`config.mk`:
```
export PLATFORM = sky130hd
export DESIGN_NAME = clkgate_ctrl
export DESIGN_NICKNAME = d
export VERILOG_FILES = /design/src/rtl/clkgate_ctrl_pkg.sv /design/src/rtl/clkgate_dom_fsm.sv /design/src/rtl/clkgate_ctrl.sv
export SDC_FILE = /design/constraint.sdc
export NUM_CORES = 1
export LEC_CHECK = 0
export BUFFER_PORTS_ARGS = -buffer_cell sky130_fd_sc_hd__clkbuf_2
export CAP_MARGIN = 20
export CORE_MARGIN = 8
export CORE_UTILIZATION = 50
export DETAILED_ROUTE_END_ITERATION = 7
export GPL_TIMING_DRIVEN = 0
export PLACE_DENSITY = 0.71
export REMOVE_ABC_BUFFERS = 1
export SLEW_MARGIN = 10
export SYNTH_ARGS = -nofsm -noshare
export SYNTH_HDL_FRONTEND = slang
export SYNTH_SLANG_ARGS = --single-unit
export TNS_END_PERCENT = 20
```
`constraint.sdc`:
```
create_clock -name i_ck -period 4.52 [get_ports i_ck]
set_clock_uncertainty 0.2 [all_clocks]
set_input_delay 0.226 -clock i_ck [delete_from_list [all_inputs] [get_ports i_ck]]
set_output_delay 0.226 -clock i_ck [all_outputs]
set_load 0.005 [all_outputs]
```
`src/rtl/clkgate_ctrl_pkg.sv`:
```
// Shared types and sizing helpers for the per-domain clock-gating controller.
package clkgate_ctrl_pkg;

  typedef enum logic [1:0] {
    ST_RUN  = 2'd0,
    ST_OFF  = 2'd1,
    ST_WAKE = 2'd2
  } domState_e;

  typedef struct packed {
    logic e;
    logic rdy;
    logic gated;
  } domOut_t;

  localparam domOut_t OUT_RUN  = '{e: 1'b1, rdy: 1'b1, gated: 1'b0};
  localparam domOut_t OUT_OFF  = '{e: 1'b0, rdy: 1'b0, gated: 1'b1};
  localparam domOut_t OUT_WAKE = '{e: 1'b1, rdy: 1'b0, gated: 1'b0};

  // Counter must hold 0..max(IDLE,WAKE)-1; never narrower than one bit.
  function automatic int cntWidth(input int idleCycles, input int wakeCycles);
    int maxCycles;
    int w;
    maxCycles = (idleCycles > wakeCycles) ? idleCycles : wakeCycles;
    w = $clog2(maxCycles);
    if (w < 1) begin
      w = 1;
    end
    return w;
  endfunction

endpackage

```
`src/rtl/clkgate_dom_fsm.sv`:
```
// Single clock domain: RUN/OFF/WAKE state machine with shared idle/wake counter.
module clkgate_dom_fsm
  import clkgate_ctrl_pkg::*;
#(
  parameter int IDLE_CYCLES = 16,
  parameter int WAKE_CYCLES = 2
) (
  input  logic i_ck,
  input  logic i_rst,
  input  logic i_testMode,
  input  logic i_act,
  output logic o_e,
  output logic o_rdy,
  output logic o_gated
);

  localparam int CNT_W = cntWidth(IDLE_CYCLES, WAKE_CYCLES);
  localparam logic [CNT_W-1:0] IDLE_LIM = CNT_W'(IDLE_CYCLES - 1);
  localparam logic [CNT_W-1:0] WAKE_LIM = CNT_W'(WAKE_CYCLES - 1);
  localparam logic [CNT_W-1:0] CNT_ONE  = CNT_W'(1);

  domState_e        r_state;
  domState_e        w_stateNext;
  logic [CNT_W-1:0] r_cnt;
  logic [CNT_W-1:0] w_cntNext;
  domOut_t          r_out;
  domOut_t          w_outNext;

  // Outputs are registered alongside the state so E never glitches into the gating cell.
  always_ff @(posedge i_ck) begin
    if (i_rst) begin
      r_state <= ST_RUN;
      r_cnt   <= '0;
      r_out   <= OUT_RUN;
    end else begin
      r_state <= w_stateNext;
      r_cnt   <= w_cntNext;
      r_out   <= w_outNext;
    end
  end

  always_comb begin
    w_stateNext = r_state;
    w_cntNext   = r_cnt;
    if (i_testMode) begin
      w_stateNext = ST_RUN;
      w_cntNext   = '0;
    end else begin
      unique case (r_state)
        ST_RUN: begin
          if (i_act) begin
            w_cntNext = '0;
          end else if (r_cnt == IDLE_LIM) begin
            w_stateNext = ST_OFF;
            w_cntNext   = '0;
          end else begin
            w_cntNext = r_cnt + CNT_ONE;
          end
        end
        ST_OFF: begin
          if (i_act) begin
            w_stateNext = ST_WAKE;
            w_cntNext   = '0;
          end
        end
        ST_WAKE: begin
          // A dropped request is not an abort; the domain finishes waking first.
          if (r_cnt == WAKE_LIM) begin
            w_stateNext = ST_RUN;
            w_cntNext   = '0;
          end else begin
            w_cntNext = r_cnt + CNT_ONE;
          end
        end
        default: begin
          w_stateNext = ST_RUN;
          w_cntNext   = '0;
        end
      endcase
    end
  end

  always_comb begin
    w_outNext = OUT_RUN;
    unique case (w_stateNext)
      ST_RUN:  w_outNext = OUT_RUN;
      ST_OFF:  w_outNext = OUT_OFF;
      ST_WAKE: w_outNext = OUT_WAKE;
      default: w_outNext = OUT_RUN;
    endcase
  end

  assign o_e     = r_out.e;
  assign o_rdy   = r_out.rdy;
  assign o_gated = r_out.gated;

endmodule

```
`src/rtl/clkgate_ctrl.sv`:
```
// Bank of independent clock-gating domains plus the shared scan-enable register.
module clkgate_ctrl
  import clkgate_ctrl_pkg::*;
#(
  parameter int N_DOM       = 4,
  parameter int IDLE_CYCLES = 16,
  parameter int WAKE_CYCLES = 2
) (
  input  logic             i_ck,
  input  logic             i_rst,
  input  logic             i_testMode,
  input  logic [N_DOM-1:0] i_req,
  input  logic [N_DOM-1:0] i_forceOn,
  output logic [N_DOM-1:0] o_e,
  output logic             o_se,
  output logic [N_DOM-1:0] o_rdy,
  output logic [N_DOM-1:0] o_gated,
  output logic             o_allGated
);

  logic             r_se;
  logic [N_DOM-1:0] w_act;
  logic [N_DOM-1:0] w_gated;

  assign w_act = i_req | i_forceOn;

  for (genvar gi = 0; gi < N_DOM; gi++) begin : g_dom
    clkgate_dom_fsm #(
      .IDLE_CYCLES(IDLE_CYCLES),
      .WAKE_CYCLES(WAKE_CYCLES)
    ) u_dom (
      .i_ck      (i_ck),
      .i_rst     (i_rst),
      .i_testMode(i_testMode),
      .i_act     (w_act[gi]),
      .o_e       (o_e[gi]),
      .o_rdy     (o_rdy[gi]),
      .o_gated   (w_gated[gi])
    );
  end

  always_ff @(posedge i_ck) begin
    if (i_rst) begin
      r_se <= 1'b0;
    end else begin
      r_se <= i_testMode;
    end
  end

  // Reduction of already-registered flags, so no input-to-output path exists.
  assign o_se       = r_se;
  assign o_gated    = w_gated;
  assign o_allGated = &w_gated;

endmodule

```
==> flow_metrics.tcl <==
set metrics [dict create \
    timing.slew.headroom_pct 61.8 \
    setup_ws_ns 2.36 \
    cp.arrival_ns 2.13 \
    dieHeight_microns 77.4 \
    clock_sinks 37 \
    p_int_mw 0.448 \
    drt-pass1-iter-count 4 \
    grt_pass1_vias 1363 \
    p_total_mw 0.586 \
    worstSetupPathType "reg2reg" \
    grtUsageTotal_pct 12.1 \
    ys_ff_latch 37 \
    min_from "i_req[0]" \
    synthCells 214 \
    topRoutingLayerUsed "met4" \
    synth_cell_types 40 \
    comb_power_share_pct 5.6 \
    ir_worst_vdd_mv 0.240 \
    start_util_pct 51.8 \
    hold_buffers 0 \
    crit_required_ns 4.49 \
    fin_crit_sh_pct 47.9 \
    core_sq_mm 0.00363 \
    yosysTopAreaCell "dfxtp_1" \
    clockPowerShare_pct 37.9 \
    grt.overflow.total 0 \
    maxCapViolations 0 \
    synth_edf_count 0 \
    fillers 356 \
    wl_met1_microns 1700 \
    clockBufferDepth 2 \
    area.growth.synth_to_final_pct 6.78 \
    place_congestion 0.824 \
    antenna_found_initial 0 \
    vias_per_cell 5.34 \
    hold_path_class "in2reg" \
    fin_tns_setup_ns 0 \
    die_x_microns 77.4 \
    powerDensity_mw_per_mm2 292 \
    cts_tree "yes" \
    ant_nets 0 \
    tightestPinTransition_ns 0.569 \
    power_switching_mw 0.139 \
    cts_resized 0 \
    wl_met2_microns 1520 \
    fp.dieArea_sq_mm 0.00599 \
    switching_share_pct 23.6 \
    clkSlewWorstSetupHoldPaths_ns 0.07 \
    synthArstFlopShare_pct 0 \
    whs_endpoint "g_dom[0].u_dom.r_cnt[0]" \
    drcViolationCount 0 \
    synthMostInstantiatedCell "dfxtp_1" \
    layout_min_cycle_time_ns 2.16 \
    io_pins 25 \
    cts_made_buffers 5 \
    timing.rr.end "g_dom[1].u_dom.o_rdy" \
    leakagePower_nw 0.740 \
    status "completed" \
    setup_viol 0 \
    synth_seq_area_share_pct 39.3 \
    synth_top_area_share_pct 39.3 \
    post_cts_buffers 0 \
    ys_top_cells_by_area "dfxtp_1 (39%), ha_1 (8.0%), buf_4 (4.8%), nor2_1 (4.4%), nor3_1 (3.2%)" \
    synth_common_cells "dfxtp_1 (37), nor2_1 (22), buf_4 (12), ha_1 (12), nor3_1 (12)" \
    finalWirelength_microns 3430 \
    r2r_cells 7 \
    clock_latency_ns 0.28 \
    portBuffers 24 \
    syn_area_sq_mm 0.00188 \
    timing.fmax_mhz 462 \
    rows 22 \
    drtIter0Drc 100 \
    cp-end-kind "register" \
    ff2ff_setup_slack_ns 2.36 \
    fin_util_pct 55.3 \
    p_seq_share_pct 56.5 \
    grt_pass1_wl_microns 6040 \
    critPathMaxFanout 6 \
    regToRegStartpoint "g_dom[1].u_dom.r_cnt[1]" \
    h-tree-depth 2 \
    rsz0062_at_grt "false" \
    wl_per_cell_microns 12.5 \
    hold_viol_final 0 \
    yosysWarningCount 0 \
    pre_cts_slack_ns 2.37 \
    final_max_slew_viol_count 0 \
    diodes 0 \
    min_path_cells 4 \
    cp-start-kind "register" \
    dr_wl_met3_microns 187 \
    cts_root_buf "clkbuf_8" \
    final_nets 249 \
    synth_area_per_cell_sq_um 8.80 \
    synthFlopType "dfxtp_1" \
    dp_hpwl_microns 2430 \
    drive_gt1_share_pct 21.6 \
    grt_max_degree 23 \
    num_vias 1468 \
]
==> power by group through the flow <==
stage	clock network, mW	logic (mW)	registers (mW)
floorplan	0	0.0184	0.338
global placement	0	0.0324	0.339
detailed placement	0	0.0329	0.339
CTS	0.229	0.0328	0.331
global route	0.241	0.0365	0.332
finish	0.222	0.0327	0.331
==> metrics by stage <==
| step | hold slack [ns] | cell area [sq um] | std cells |
|---|---|---|---|
| after floorplan | 0.0976 | 1750 | 195 |
| final | 0.0719 | 2010 | 275 |
| after CTS | 0.0681 | 2010 | 275 |
| after detailed placement | 0.282 | 1930 | 267 |
| after global placement | 0.273 | 1930 | 267 |
| after global routing | 0.0759 | 2010 | 275 |
==> how the worst max path moves through the flow <==
stage,startpoint,end
after floorplan,g_dom[1].u_dom.r_cnt[1],g_dom[1].u_dom.o_rdy
after global placement,g_dom[1].u_dom.r_cnt[1],g_dom[1].u_dom.o_rdy
after detailed placement,g_dom[1].u_dom.r_cnt[1],g_dom[1].u_dom.o_rdy
after CTS,g_dom[1].u_dom.r_cnt[1],g_dom[1].u_dom.o_rdy
after global routing,g_dom[1].u_dom.r_cnt[1],g_dom[1].u_dom.o_rdy
final,g_dom[1].u_dom.r_cnt[1],g_dom[1].u_dom.o_rdy
==> layer usage <==
metal / up-vias / global-route usage (%)
met5: - / 0
met4: 0 / 4.72
met1: 671 / 14.8
met2: 25 / 18.9
met3: 2 / 4.72
li1: 770 / -
==> logic make-up after synthesis <==
kind of cell / Yosys count / share of synthesized area (%)
compound gates: 37 / 13.8
xor+xnor: 3 / 1.40
fa+ha+maj: 12 / 7.97
buf+inv: 26 / 8.57
flops: 37 / 39.3
simple gates: 99 / 29.0
==> cells in the final DEF, fill, tap and decap left out, types with 2 or more instances in the layout <==
cell type	n
nor2_1	22
nand3_2	2
or3_4	2
o221ai_1	2
clkbuf_2	24
xnor2_1	2
nor2b_1	5
clkinv_2	2
a21oi_1	9
dfxtp_1	37
nand2_1	9
a31oi_1	7
and3_1	2
a31o_2	2
o211ai_1	2
or3_1	2
nor4_1	6
nand3_1	11
ha_1	12
or2_2	6
inv_1	7
or2_1	2
nand2b_1	9
clkbuf_8	5
o22ai_2	2
a21o_1	2
nor3b_1	5
nor3_1	12
o21ai_0	4
a211oi_1	3
==> flip-flops by register name (all words and copies together) (netlist names) <==
signal / count
g_dom.u_dom.r_cnt: 16
g_dom.u_dom.r_state: 8
g_dom.u_dom.o_e: 4
g_dom.u_dom.o_gated: 4
o_se: 1
g_dom.u_dom.o_rdy: 4
==> cell type report <==
class                           instances  area [sq um]  area share (%)
Inverter                                7          26.3            1.31
Timing Repair Buffer                   24           120            5.97
Sequential cell                        37           741            36.8
Multi-Input combinational cell        151           981            48.8
Tap cell                               48          60.1            2.99
Clock buffer                            6          72.6            3.61
Clock inverter                          2          10.0           0.498
==> critical path: stages, from the launching register on <==
cell and delay [ns]:
dfxtp_1 0.42, inv_1 0.06, ha_1 0.17, a21oi_1 0.25, nor2_1 0.12, or2_2 0.29
ha_1 0.28, or2_2 0.26
Power figures use the tool's default switching activity.
